`src/rtl/bp_be_hardfloat_pkg.sv`:
```
// -----------------------------------------------------------------------------
// bp_be_hardfloat_pkg
//
// Types shared between the hardfloat FPU and its downstream neighbours.
//
//   bsg_fp_eflags_s        : IEEE exception flags {nv, dz, of, uf, nx}
//   bsg_fp_pr_e            : output precision of an FP operation
//   bp_be_fp_pipe_stage_s  : one result-pipe stage in its default geometry
//                            (64-bit datapath, 5-bit register index)
//   nanbox_value_gp        : upper-word pattern for NaN-boxed SP values
// -----------------------------------------------------------------------------
package bp_be_hardfloat_pkg;

    // Exception flags in the same bit order as the fflags CSR.
    typedef struct packed {
        logic nv;
        logic dz;
        logic of;
        logic uf;
        logic nx;
    } bsg_fp_eflags_s;

    // Output precision of an FP operation.
    typedef enum logic {
        e_pr_double = 1'b0,
        e_pr_single = 1'b1
    } bsg_fp_pr_e;

    // Default geometry of the result pipe.
    localparam int unsigned fp_pipe_dword_width_gp    = 64;
    localparam int unsigned fp_pipe_reg_addr_width_gp = 5;
    localparam int unsigned fp_eflags_width_gp        = 5;

    // A single-precision value held in a 64-bit FP register carries all
    // ones in its upper word so it reads as a NaN when used as double.
    localparam logic [31:0] nanbox_value_gp = 32'hFFFF_FFFF;

    // One pipe stage: valid plus payload.
    typedef struct packed {
        logic                                 v;
        logic                                 fp_dest;
        logic [fp_pipe_reg_addr_width_gp-1:0] rd_addr;
        bsg_fp_eflags_s                       eflags;
        logic [fp_pipe_dword_width_gp-1:0]    data;
    } bp_be_fp_pipe_stage_s;

endpackage

```
`src/rtl/bp_be_fp_pipe_stage.sv`:
```
// -----------------------------------------------------------------------------
// bp_be_fp_pipe_stage
//
// One register stage of the FP result pipe: a valid bit plus an opaque
// payload vector.
//
// Ports
//   clk_i     in   clock
//   reset_i   in   synchronous active-high reset (clears valid and payload)
//   stall_i   in   hold valid and payload
//   flush_i   in   clear valid (payload left as is); overrides stall
//   v_i       in   valid from the previous stage
//   data_i    in   payload from the previous stage
//   v_o       out  registered valid
//   data_o    out  registered payload
// -----------------------------------------------------------------------------
module bp_be_fp_pipe_stage
    import bp_be_hardfloat_pkg::*;
#(
    parameter int unsigned width_p = 75
)
(
    input  logic               clk_i,
    input  logic               reset_i,
    input  logic               stall_i,
    input  logic               flush_i,
    input  logic               v_i,
    input  logic [width_p-1:0] data_i,
    output logic               v_o,
    output logic [width_p-1:0] data_o
);

    logic               v_r;
    logic [width_p-1:0] data_r;

    // Valid bit: reset and flush kill, stall holds, otherwise advance.
    always_ff @(posedge clk_i) begin
        if (reset_i) begin
            v_r <= 1'b0;
        end else if (flush_i) begin
            v_r <= 1'b0;
        end else if (stall_i) begin
            v_r <= v_r;
        end else begin
            v_r <= v_i;
        end
    end

    // Payload: a flushed stage keeps stale payload; only its valid drops.
    always_ff @(posedge clk_i) begin
        if (reset_i) begin
            data_r <= '0;
        end else if (stall_i || flush_i) begin
            data_r <= data_r;
        end else begin
            data_r <= data_i;
        end
    end

    assign v_o    = v_r;
    assign data_o = data_r;

endmodule

```
`src/rtl/bp_be_fp_result_pipe.sv`:
```
// -----------------------------------------------------------------------------
// bp_be_fp_result_pipe
//
// Retimes the FPU result through latency_p register stages, NaN-boxes
// single-precision results headed for the FP register file and keeps the
// sticky fflags CSR up to date from retiring operations.
//
// Ports
//   clk_i            in   clock
//   reset_i          in   synchronous active-high reset
//   v_i              in   FPU op valid (ignored while stalled)
//   result_i         in   FPU result; SP results live in bits [31:0]
//   eflags_i         in   exception flags {nv,dz,of,uf,nx}
//   opr_i            in   output precision (bsg_fp_pr_e)
//   fp_dest_i        in   1 = FP regfile destination, 0 = integer regfile
//   rd_addr_i        in   destination register index
//   stall_i          in   freeze every stage
//   flush_i          in   kill every in-flight op (overrides stall)
//   fflags_w_v_i     in   CSR write of fflags
//   fflags_w_data_i  in   CSR write data
//   v_o              out  retiring op valid
//   data_o           out  retiring result
//   fp_dest_o        out  retiring op destination file
//   rd_addr_o        out  retiring destination register
//   fflags_o         out  current sticky fflags
// -----------------------------------------------------------------------------
module bp_be_fp_result_pipe
    import bp_be_hardfloat_pkg::*;
#(
    parameter int unsigned dword_width_p    = 64,
    parameter int unsigned latency_p        = 3,
    parameter int unsigned reg_addr_width_p = 5
)
(
    input  logic                        clk_i,
    input  logic                        reset_i,
    input  logic                        v_i,
    input  logic [dword_width_p-1:0]    result_i,
    input  logic [4:0]                  eflags_i,
    input  logic                        opr_i,
    input  logic                        fp_dest_i,
    input  logic [reg_addr_width_p-1:0] rd_addr_i,
    input  logic                        stall_i,
    input  logic                        flush_i,
    input  logic                        fflags_w_v_i,
    input  logic [4:0]                  fflags_w_data_i,
    output logic                        v_o,
    output logic [dword_width_p-1:0]    data_o,
    output logic                        fp_dest_o,
    output logic [reg_addr_width_p-1:0] rd_addr_o,
    output logic [4:0]                  fflags_o
);

    // Payload layout, MSB first: {fp_dest, rd_addr, eflags, data}.
    localparam int unsigned eflags_lsb_lp     = dword_width_p;
    localparam int unsigned rd_addr_lsb_lp    = eflags_lsb_lp + fp_eflags_width_gp;
    localparam int unsigned fp_dest_bit_lp    = rd_addr_lsb_lp + reg_addr_width_p;
    localparam int unsigned payload_width_lp  = fp_dest_bit_lp + 1;

    logic [dword_width_p-1:0]    boxed_data_s;
    logic                        v_chain_s       [latency_p:0];
    logic [payload_width_lp-1:0] payload_chain_s [latency_p:0];
    logic                        retire_s;
    logic [4:0]                  retire_eflags_s;
    logic [4:0]                  fflags_r;

    // NaN-box single-precision results that land in the FP register file.
    always_comb begin
        boxed_data_s = result_i;
        if ((bsg_fp_pr_e'(opr_i) == e_pr_single) && fp_dest_i) begin
            boxed_data_s[63:32] = nanbox_value_gp;
        end else begin
            boxed_data_s = result_i;
        end
    end

    assign v_chain_s[0]       = v_i;
    assign payload_chain_s[0] = {fp_dest_i, rd_addr_i, eflags_i, boxed_data_s};

    for (genvar i = 0; i < latency_p; i++) begin : g_stage
        bp_be_fp_pipe_stage #(
            .width_p (payload_width_lp)
        ) stage (
            .clk_i   (clk_i),
            .reset_i (reset_i),
            .stall_i (stall_i),
            .flush_i (flush_i),
            .v_i     (v_chain_s[i]),
            .data_i  (payload_chain_s[i]),
            .v_o     (v_chain_s[i+1]),
            .data_o  (payload_chain_s[i+1])
        );
    end

    assign v_o       = v_chain_s[latency_p];
    assign data_o    = payload_chain_s[latency_p][dword_width_p-1:0];
    assign rd_addr_o = payload_chain_s[latency_p][rd_addr_lsb_lp +: reg_addr_width_p];
    assign fp_dest_o = payload_chain_s[latency_p][fp_dest_bit_lp];

    // The consumer only takes the op when the pipe is moving.
    assign retire_s        = v_o & ~stall_i & ~flush_i;
    assign retire_eflags_s = payload_chain_s[latency_p][eflags_lsb_lp +: fp_eflags_width_gp];

    // Sticky fflags: a CSR write is younger than a same-cycle retire, so it wins.
    always_ff @(posedge clk_i) begin
        if (reset_i) begin
            fflags_r <= 5'b00000;
        end else if (fflags_w_v_i) begin
            fflags_r <= fflags_w_data_i;
        end else if (retire_s) begin
            fflags_r <= fflags_r | retire_eflags_s;
        end else begin
            fflags_r <= fflags_r;
        end
    end

    assign fflags_o = fflags_r;

endmodule

```
`config.mk`:
```
export PLATFORM = sky130hd
export DESIGN_NAME = bp_be_fp_result_pipe
export DESIGN_NICKNAME = d
export VERILOG_FILES = /design/src/rtl/bp_be_hardfloat_pkg.sv /design/src/rtl/bp_be_fp_pipe_stage.sv /design/src/rtl/bp_be_fp_result_pipe.sv
export SDC_FILE = /design/constraint.sdc
export NUM_CORES = 1
export LEC_CHECK = 0
export BUFFER_PORTS_ARGS = -buffer_cell sky130_fd_sc_hd__buf_2
export CAP_MARGIN = 20
export CORE_MARGIN = 2
export CORE_UTILIZATION = 56
export DETAILED_ROUTE_END_ITERATION = 10
export PLACE_DENSITY = 0.79
export SKIP_CTS_REPAIR_TIMING = 1
export SLEW_MARGIN = 20
export SYNTH_ARGS = -nofsm -noshare
export SYNTH_HDL_FRONTEND = slang
export SYNTH_HIERARCHICAL = 1
export SYNTH_SLANG_ARGS = --single-unit
```
`constraint.sdc`:
```
create_clock -name clk_i -period 1.25 [get_ports clk_i]
set_input_delay 0.125 -clock clk_i [delete_from_list [all_inputs] [get_ports clk_i]]
set_output_delay 0.125 -clock clk_i [all_outputs]
set_load 0.005 [all_outputs]
```
==> summary.md <==
| Metric | Value |
|---|---|
| Die Wd | `137 um` |
| R2R cell count | `2` |
| Critical path depth | `1` |
| Initial antenna violation count | `0` |
| Crit-path max FO | `7` |
| DRT iter0 DRCs | `473` |
| Crit share post-route | `91.9%` |
| Via density | `5.48` |
| Skew final | `0.0101 ns` |
| R2r setup slk | `0.32 ns` |
| Final Hold Vio Count | `5` |
| R2R Path End | `g_stage[2].stage/data_o[52]` |
| Met1 usage | `29.6%` |
| CTS Sinks | `233` |
| Worst min path class | `input port to register` |
| Die area | `18800 um^2` |
| Post-DP Area | `10900 um^2` |
| Core Area | `17300 um^2` |
| Port Buf Inserts | `162` |
| DP Wirelength | `12500 um` |
| Drt wl/cell | `14.4 um` |
| Largest net degree at the start of global routing | `102` |
| Met2 track demand over resource | `31.6%` |
| Failing checks | `negative hold slack` |
| Syn Std Cell Area | `9920 um^2` |
| Maximum VDD drop | `1010 uV` |
| Total track usage | `20.6%` |
| Most common cell after layout, fill and taps aside | `dfxtp_1` |
| CP bufs+invs | `1` |
| Vias | `8097` |
| Layout area overhead | `22.0%` |
| CTS tree | `done` |
| Crit path launch | `g_stage[2].stage/v_o` |
| Synth warnings | `6` |
| Last element of the critical path | `v_o` |
| Antenna viol nets, final | `0` |
| Vias in the first global route | `6602` |
| Pwr Total | `0.0159 W` |
| Grt met3 use | `3.04%` |
| Worst path required time | `1.12 ns` |
| Row count | `48` |
| CTS Root Cell | `clkbuf_16` |
| Status | `complete, but fails checks` |
| Tmin final | `1.15 ns` |
| Fin nets | `1323` |
| Most Crowded Layer GR | `met2` |
| Crit path DAT | `1.02 ns` |
| Leak | `4.42 nW` |
| WHS | `-0.0351 ns` |
| Worst-path cell chain | `buf_2` |
| Worst-path clk slew | `0.06 ns` |
| Synth unique cells | `17` |
| Final setup fails | `0` |
| Die Y | `137 um` |
| CP peak stage delay | `0.39 ns` |
| Fillcell total | `1348` |
| Io pins | `163` |
| # DRC | `0` |
| Gr ovfl total | `0` |
| Post-route design area | `12100 um^2` |
| Post-synthesis instance total | `1091` |
| Pwr/cell area | `1310 nW/um^2` |
| Hold_sp | `result_i[28]` |
| Routability Congestion | `0.786` |
| Worst slew pin tran | `0.448 ns` |
| Crit path launch type | `register` |
| Initial core utilization | `57.3%` |
| Post-synthesis sequential area ratio | `47.0%` |
| Htree depth | `1` |
| Most frequent cells in the layout | `dfxtp_1, or3b_1, o21ai_0, a21oi_1, buf_2` |
| Fmax | `871 MHz` |
| First-pass GRT wire length | `32200 um` |
| Max-Cap Viols | `0` |
| Slew margin rel. | `70.1%` |
| Post-Syn Nets | `1178` |
| RR Startpoint | `g_stage[1].stage/data_o[52]` |
| Total CTS buffers | `24` |
| Layout cells sized above 1 | `18.9%` |
| Slowest stage cell, crit path | `dfxtp_2` |
| Clock Latency Late Sink | `0.50 ns` |
| Syn avg cell area | `9.09 um^2` |
| CTS max path bufs | `3` |
| WS Path Type | `register to output port` |
| CP delay by family, top | `flip-flops` |
| RSZ-0062 raised after global routing | `no` |
| Drt pass-1 iters | `5` |
| Yosys reg bits | `233` |
| Overall routed net length | `21300 um` |
| Slew Limit Fails | `0` |
| Critical path capture point type | `output port` |
## logic make-up after synthesis
| family | share of synthesized area [%] |
|---|---|
| compound gates | 23.2 |
| simple gates | 22.8 |
| buf+inv | 6.66 |
| flops | 47.0 |
| mux | 0.303 |
## worst min-delay path by stage
| stage | to | slack, ns | cells after the start |
|---|---|---|---|
| final | g_stage[0].stage/data_o[28] | -0.04 | 3 |
| after global routing | g_stage[0].stage/data_o[3] | -0.01 | 3 |
| after CTS | fflags_o[0] | -0.13 | 3 |
| after detailed placement | fflags_o[2] | 0.39 | 3 |
| after global placement | fflags_o[2] | 0.39 | 3 |
| after floorplan | fflags_o[0] | 0.20 | 1 |
## power by group
part | total (W) | switching [W] | internal [W]
Sequential | 0.00769 | 0.0000738 | 0.00761
Clock | 0.00690 | 0.00281 | 0.00409
Combinational | 0.00131 | 0.000698 | 0.000608
## synthesized netlist by cell type, drive strengths merged
cell     instances  area, um^2
a221oi           5        43.8
or3b           225        1970
o21ai          225        1130
clkbuf          96         368
nor3             3        15.0
a21oi          225        1130
nand4bb          5        56.3
nor2             5        18.8
mux2i            3        30.0
dfxtp          233        4660
inv              5        18.8
buf             28         274
nand2            1        3.75
nand2b          32         200
## area by class of cell
type / count / area, um^2 / share of cell area, %
tap: 225 / 282 / 2.33
clock buffer: 34 / 699 / 5.78
inverter: 5 / 18.8 / 0.155
clock inverter: 8 / 67.6 / 0.559
multi-input combinational: 729 / 4590 / 38.0
sequential: 233 / 4670 / 38.6
antenna: 1 / 2.50 / 0.0207
timing repair buffer: 243 / 1770 / 14.6
## per-layer routing
| layer | up-vias | part of all wire, % |
|---|---|---|
| met2 | 161 | 47 |
| met3 | 32 | 4.1 |
| li1 | 4260 | - |
| met1 | 3644 | 47 |
| met4 | 0 | 1.8 |
| met5 | - | 0 |
## metrics by stage
stage | hold slack [ns] | util, % | std cells | worst slack (ns) | setup TNS [ns]
5_1_grt | -0.0138 | 69.9 | 1477 | 0.0706 | 0
4_1_cts | -0.132 | 67.4 | 1433 | -0.00627 | -0.00627
2_1_floorplan | 0.204 | - | 1091 | 0.311 | 0
3_3_place_gp | 0.388 | 62.9 | 1391 | 0.110 | 0
6_report | -0.0351 | 69.9 | 1478 | 0.102 | 0
3_5_place_dp | 0.394 | 62.9 | 1391 | 0.0515 | 0
## state kept, by name, summed over array words and instances, names as in the netlist
register,flops
g_stage.stage/data_o,225
g_stage.stage/v_o,3
fflags_o,5
(Power assumes the default switching activity.)
